File: src/rtl/imem_loader.sv
// imem_loader
//   Receives an instruction image over a byte stream and writes it into the
//   instruction memory one 32-bit word at a time. The CPU core is held in
//   reset for the whole session and is released only after the checksum
//   matches.
//
//   Stream: LEN_LO, LEN_HI (word count N, little-endian), 4N payload bytes
//   (little-endian within each word), then one checksum byte. The checksum
//   is the XOR of the payload bytes only.
//
// Ports
//   clk        rising-edge clock
//   rst_n      asynchronous active-low reset
//   start      one-cycle pulse; begins a session from IDLE, DONE or ERR
//   in_byte    stream byte
//   in_valid   in_byte is valid
//   in_ready   loader accepts a byte this cycle
//   mem_we     one-cycle memory write strobe
//   mem_addr   word address of the write (ADDR_W bits)
//   mem_wdata  instruction word to write
//   busy       a session is in progress
//   done       last session finished with a good checksum
//   error      last session failed (bad length or bad checksum)
//   core_hold  holds the CPU core in reset; low only in DONE
//
// Word counters are compared against the 16-bit length, so ADDR_W must be
// 16 or less.
module imem_loader #(
  parameter int DEPTH  = 256,
  parameter int ADDR_W = 8
) (
  input  logic              clk,
  input  logic              rst_n,
  input  logic              start,
  input  logic [7:0]        in_byte,
  input  logic              in_valid,
  output logic              in_ready,
  output logic              mem_we,
  output logic [ADDR_W-1:0] mem_addr,
  output logic [31:0]       mem_wdata,
  output logic              busy,
  output logic              done,
  output logic              error,
  output logic              core_hold
);

  typedef enum logic [2:0] {
    S_IDLE,
    S_LEN_LO,
    S_LEN_HI,
    S_DATA,
    S_CSUM,
    S_DONE,
    S_ERR
  } state_t;

  state_t state, state_nxt;

  logic              xfer;
  logic              start_ok;
  logic [7:0]        len_lo;
  logic [15:0]       len;
  logic [1:0]        byte_cnt;
  logic [ADDR_W:0]   word_cnt;   // words written so far; reaches DEPTH
  logic [7:0]        csum;
  logic [23:0]       wbuf;       // first three bytes of the word in flight
  logic [16:0]       len_in;
  logic              last_word;

  assign xfer     = in_valid && in_ready;
  assign start_ok = start && (state == S_IDLE || state == S_DONE || state == S_ERR);
  assign len_in   = {1'b0, in_byte, len_lo};
  // The word whose 4th byte is arriving is the last one of the image.
  assign last_word = (17'(word_cnt) + 17'd1) == {1'b0, len};

  always_ff @(posedge clk or negedge rst_n) begin
    if (!rst_n) state <= S_IDLE;
    else        state <= state_nxt;
  end

  always_comb begin
    state_nxt = state;
    in_ready  = 1'b0;
    busy      = 1'b0;
    done      = 1'b0;
    error     = 1'b0;
    core_hold = 1'b1;
    case (state)
      S_IDLE, S_DONE, S_ERR: begin
        if (start) state_nxt = S_LEN_LO;
      end
      S_LEN_LO: begin
        if (xfer) state_nxt = S_LEN_HI;
      end
      S_LEN_HI: begin
        if (xfer) begin
          if (len_in == 17'd0)            state_nxt = S_CSUM;
          else if (len_in > 17'(DEPTH))   state_nxt = S_ERR;
          else                            state_nxt = S_DATA;
        end
      end
      S_DATA: begin
        if (xfer && byte_cnt == 2'd3 && last_word) state_nxt = S_CSUM;
      end
      S_CSUM: begin
        if (xfer) state_nxt = (in_byte == csum) ? S_DONE : S_ERR;
      end
      default: state_nxt = S_IDLE;
    endcase

    case (state)
      S_LEN_LO, S_LEN_HI, S_DATA, S_CSUM: begin
        in_ready = 1'b1;
        busy     = 1'b1;
      end
      S_DONE: begin
        done      = 1'b1;
        core_hold = 1'b0;
      end
      S_ERR: error = 1'b1;
      default: ;
    endcase
  end

  // Session counters, checksum and the registered memory write port.
  // Resetting byte_cnt is what discards a partially assembled word.
  always_ff @(posedge clk or negedge rst_n) begin
    if (!rst_n) begin
      len_lo    <= '0;
      len       <= '0;
      byte_cnt  <= '0;
      word_cnt  <= '0;
      csum      <= '0;
      mem_we    <= 1'b0;
      mem_addr  <= '0;
      mem_wdata <= '0;
    end else begin
      mem_we <= 1'b0;
      if (start_ok) begin
        byte_cnt <= '0;
        word_cnt <= '0;
        csum     <= '0;
      end
      if (xfer) begin
        case (state)
          S_LEN_LO: len_lo <= in_byte;
          S_LEN_HI: len    <= {in_byte, len_lo};
          S_DATA: begin
            csum     <= csum ^ in_byte;
            byte_cnt <= byte_cnt + 2'd1;
            if (byte_cnt == 2'd3) begin
              mem_we    <= 1'b1;
              mem_addr  <= word_cnt[ADDR_W-1:0];
              mem_wdata <= {in_byte, wbuf};
              word_cnt  <= word_cnt + 1'b1;
            end
          end
          default: ;
        endcase
      end
    end
  end

  // Byte assembly buffer; its contents are meaningless until byte_cnt says so.
  always_ff @(posedge clk) begin
    if (xfer && state == S_DATA) begin
      case (byte_cnt)
        2'd0: wbuf[7:0]   <= in_byte;
        2'd1: wbuf[15:8]  <= in_byte;
        2'd2: wbuf[23:16] <= in_byte;
        default: ;
      endcase
    end
  end

endmodule
File: config.mk
export PLATFORM = sky130hd
export DESIGN_NAME = imem_loader
export DESIGN_NICKNAME = d
export VERILOG_FILES = /design/src/rtl/imem_loader.sv
export SDC_FILE = /design/constraint.sdc
export NUM_CORES = 1
export LEC_CHECK = 0
export CELL_PAD_IN_SITES_DETAIL_PLACEMENT = 1
export CELL_PAD_IN_SITES_GLOBAL_PLACEMENT = 1
export CORE_UTILIZATION = 40
export CTS_CLUSTER_DIAMETER = 120
export DETAILED_ROUTE_END_ITERATION = 6
export PLACE_DENSITY_LB_ADDON = 0.12
export SKIP_CTS_REPAIR_TIMING = 1
export SYNTH_ARGS = -nofsm -noshare
export SYNTH_HDL_FRONTEND = slang
export SYNTH_SLANG_ARGS = --single-unit
export TNS_END_PERCENT = 20
File: constraint.sdc
create_clock -name clk -period 1.9 [get_ports clk]
set_input_delay 0.19 -clock clk [delete_from_list [all_inputs] [get_ports clk]]
set_output_delay 0.19 -clock clk [all_outputs]
set_load 0.05 [all_outputs]
==> metrics.md <==
| Metric | Value |
|---|---|
| Initial core utilization | 41.7% |
| Leak | 0.00282 uW |
| Area growth from synthesis to layout | 29.3% |
| Ys async rst share | 78.4% |
| Comb pwr share | 42.6% |
| Post-synth EDFFs | 24 |
| CP Launch Type | flip-flop |
| Critical path's slowest cell | dfrtp_1 |
| Synthesized flop and latch total | 111 |
| Max Transition Viols Final | 0 |
| Gp weighted congestion | 0.843 |
| Commonest non-fill, non-tap cell in the layout | nand2_1 |
| Setup violations, final | 3 |
| Final setup margin | -0.113 ns |
| Worst setup EP type | flip-flop |
| Failing checks | design-rule violations, negative setup slack |
| Rows | 39 |
| Grt total ovfl | 0 |
| Final WL | 12600 um |
| Vias in the first global route | 3642 |
| Top_reg_cell synth | dfrtp_1 |
| Post-Route Skew | 0.00750 ns |
| Slew HR | 60.3% |
| Synth Net Count | 433 |
| Sequential power share | 37.4% |
| Final net count | 528 |
| Largest net degree at the start of global routing | 50 |
| Drt first pass iters | 6 |
| Measured slew at the worst slew-check pin | 0.595 ns |
| Clock Power Share | 20.0% |
| Max-Cap Viols | 0 |
| DIE WIDTH | 112 um |
| Status | complete, but fails checks |
| Clock buffer depth | 2 |
| Inserted Diodes | 0 |
| First-pass GRT wire length | 20000 um |
| Final Hold Slack | 0.388 ns |
| Number of DRC markers in iteration 0 | 182 |
| Antenna violations before repair | 0 |
| Fmax achieved | 0.497 GHz |
| Library cells used by synthesis | 49 |
| GRT Total Usage | 21.2% |
| Cells after Synth | 416 |
| RSZ-0062 raised after global routing | yes |
| Net Switching | 3840 uW |
| Die Ht | 112 um |
| I/O pin count | 58 |
| CTS clk-pin slew, worst paths | 0.07 ns |
| H-tree lvl count | 3 |
| Final Critical Period | 2.01 ns |
| Worst-path cell chain | nor4_2 -> buf_4 -> nand4_1 -> nor4_4 -> o221ai_2 -> a311oi_4 -> o211ai_1 |
| CP peak stage delay | 0.40 ns |
| Crit share post-route | 106% |
| Routed Antenna Nets | 0 |
| DRC | 5 |
| DP HPWL | 8640 um |
| Cell Area, Synth | 4840 um^2 |
| Mapped Avg Cell Area | 11.6 um^2 |
| Tot Pwr | 9620 uW |
| Synth warn | 0 |
| Int Power | 5780 uW |
| Skew-Pair Late Insertion Delay | 0.35 ns |
| CTS Sinks | 111 |
| Final hold vios | 0 |
| WS Path Type | flip-flop to flip-flop |
| Crit Path Max Fanout | 3 |
| Root buf cell | clkbuf_16 |
| Crit path DAT | 2.24 ns |
| Top delay family on crit path | simple AND/OR/NAND/NOR gates |
| WP buf/inv | 1 |
| Ratio of cells with drive above 1 in the final layout | 21.5% |
| Switch share | 39.9% |
| Sequential fraction of the synthesis area | 59.9% |
| CTS tree | done |
| Min-delay worst type | input port to async pin |
| CTS Buf Count | 9 |
| Via Count | 3439 |
| Placeable Area | 11600 um^2 |
| Most frequent cells in the layout | 94 x nand2_1, 86 x dfrtp_1, 51 x clkdlybuf4s50_1 |
| Die area | 12500 um^2 |
| WL per Instance | 19.1 um |
| Power Density | 1540 nW/um^2 |
| Port Buf Inserts | 57 |
| Vias per Instance | 5.22 |
| Critical Path RT | 2.13 ns |
| Setup TNS | -0.264 ns |
| VDD IR max | 1.24 mV |
logic make-up (layout without fill, tap and decap cells):
group / count (synthesis) / in the layout / synth area share, %
buffers and inverters: 27 / 127 / 3.00
AND/OR/NAND/NOR: 150 / 150 / 13.7
XOR/XNOR: 33 / 33 / 6.28
multiplexers: 41 / 41 / 9.49
adder cells (fa/ha/maj): 5 / 5 / 1.29
flip-flops: 111 / 111 / 59.9
AO/OA/AOI/OAI: 49 / 49 / 6.38
flip-flops by register name (all words and copies together) (netlist names):
name / count
state: 3
byte_cnt: 2
len: 16
mem_wdata: 32
mem_we: 1
len_lo: 8
word_cnt: 9
mem_addr: 8
csum: 8
wbuf: 24
worst register-to-register path, cell delays in order (launching register included):
cell      delay [ns]
dfrtp_1         0.40
nor4_2          0.27
buf_4           0.15
nand4_1         0.15
nor4_4          0.29
o221ai_2        0.17
a311oi_4        0.32
o211ai_1        0.14
synth_stat cells (2+ instances only):
cell type  instances  area (um^2)
edfxtp_1          24          721
nand3_1            4         20.0
ha_1               5         62.6
o21ai_1           13         65.1
nor2b_1            3         18.8
nand2_1           95          357
o31ai_1            3         22.5
inv_1              7         26.3
nor2_1            19         71.3
dfrtp_1           87         2180
and2_1             3         18.8
buf_2             11         55.1
nor2_2             2         12.5
xor2_1            22          193
xnor2_1            9         78.8
buf_6              2         22.5
a21oi_1            5         25.0
mux2_1            15          169
xor2_2             2         32.5
nor4_1             6         37.5
clkbuf_1           2         7.51
o21ai_0           15         75.1
nor3_1             3         15.0
and3_1             5         31.3
mux2i_1            2         20.0
nand4_1            2         12.5
mux2_2            24          270
buf_4              4         30.0
nor3b_1            2         15.0
power groups by stage:
stage	combinational [uW]	clock, uW	sequential, uW
2_1_floorplan	1750	0	4440
3_3_place_gp	3910	0	3590
3_5_place_dp	4020	0	3640
4_1_cts	4040	1960	3590
5_1_grt	4370	2040	3690
6_report	4100	1930	3600
layout make-up:
class                           instances  area [um^2]
Fill cell                            1240         5350
Clock buffer                           11          243
Tap cell                              143          179
Sequential cell                       111         2900
Multi-Input combinational cell        278         1850
Timing Repair Buffer                  103         1000
Inverter                                8         30.0
Clock inverter                          5         56.3
per-stage QoR:
step / cell area [um^2] / util, % / instances / setup WS [ns]
4_1_cts: 6200 / 53.4 / 658 / -0.221
3_3_place_gp: 5900 / 50.8 / 642 / -0.126
3_5_place_dp: 5900 / 50.8 / 642 / -0.195
2_1_floorplan: 4840 / - / 416 / 0.0431
6_report: 6260 / 53.9 / 659 / -0.113
5_1_grt: 6260 / 53.9 / 659 / -0.219
layer usage:
metal  vias to the layer above  routed length (um)  track usage [%]
li1                       1597                   -                -
met4                         0                 269             8.89
met5                         -                   0                0
met3                        18                 365             3.29
met2                        70                6090             34.6
met1                      1754                5860             28.3
final timing paths:
path	from	to	slack, ns	depth (start not counted)
setup reg to reg	len[14]	state[1]	-0.11	7
min in group clk	wbuf[4]	mem_wdata[4]	0.45	2
hold / removal	rst_n	mem_wdata[9]	0.39	2
max in group asynchronous	rst_n	state[2]	0.87	3
setup / recovery	len[14]	state[1]	-0.11	7
hold reg to reg	wbuf[4]	mem_wdata[4]	0.45	2
(Power assumes the default switching activity.)
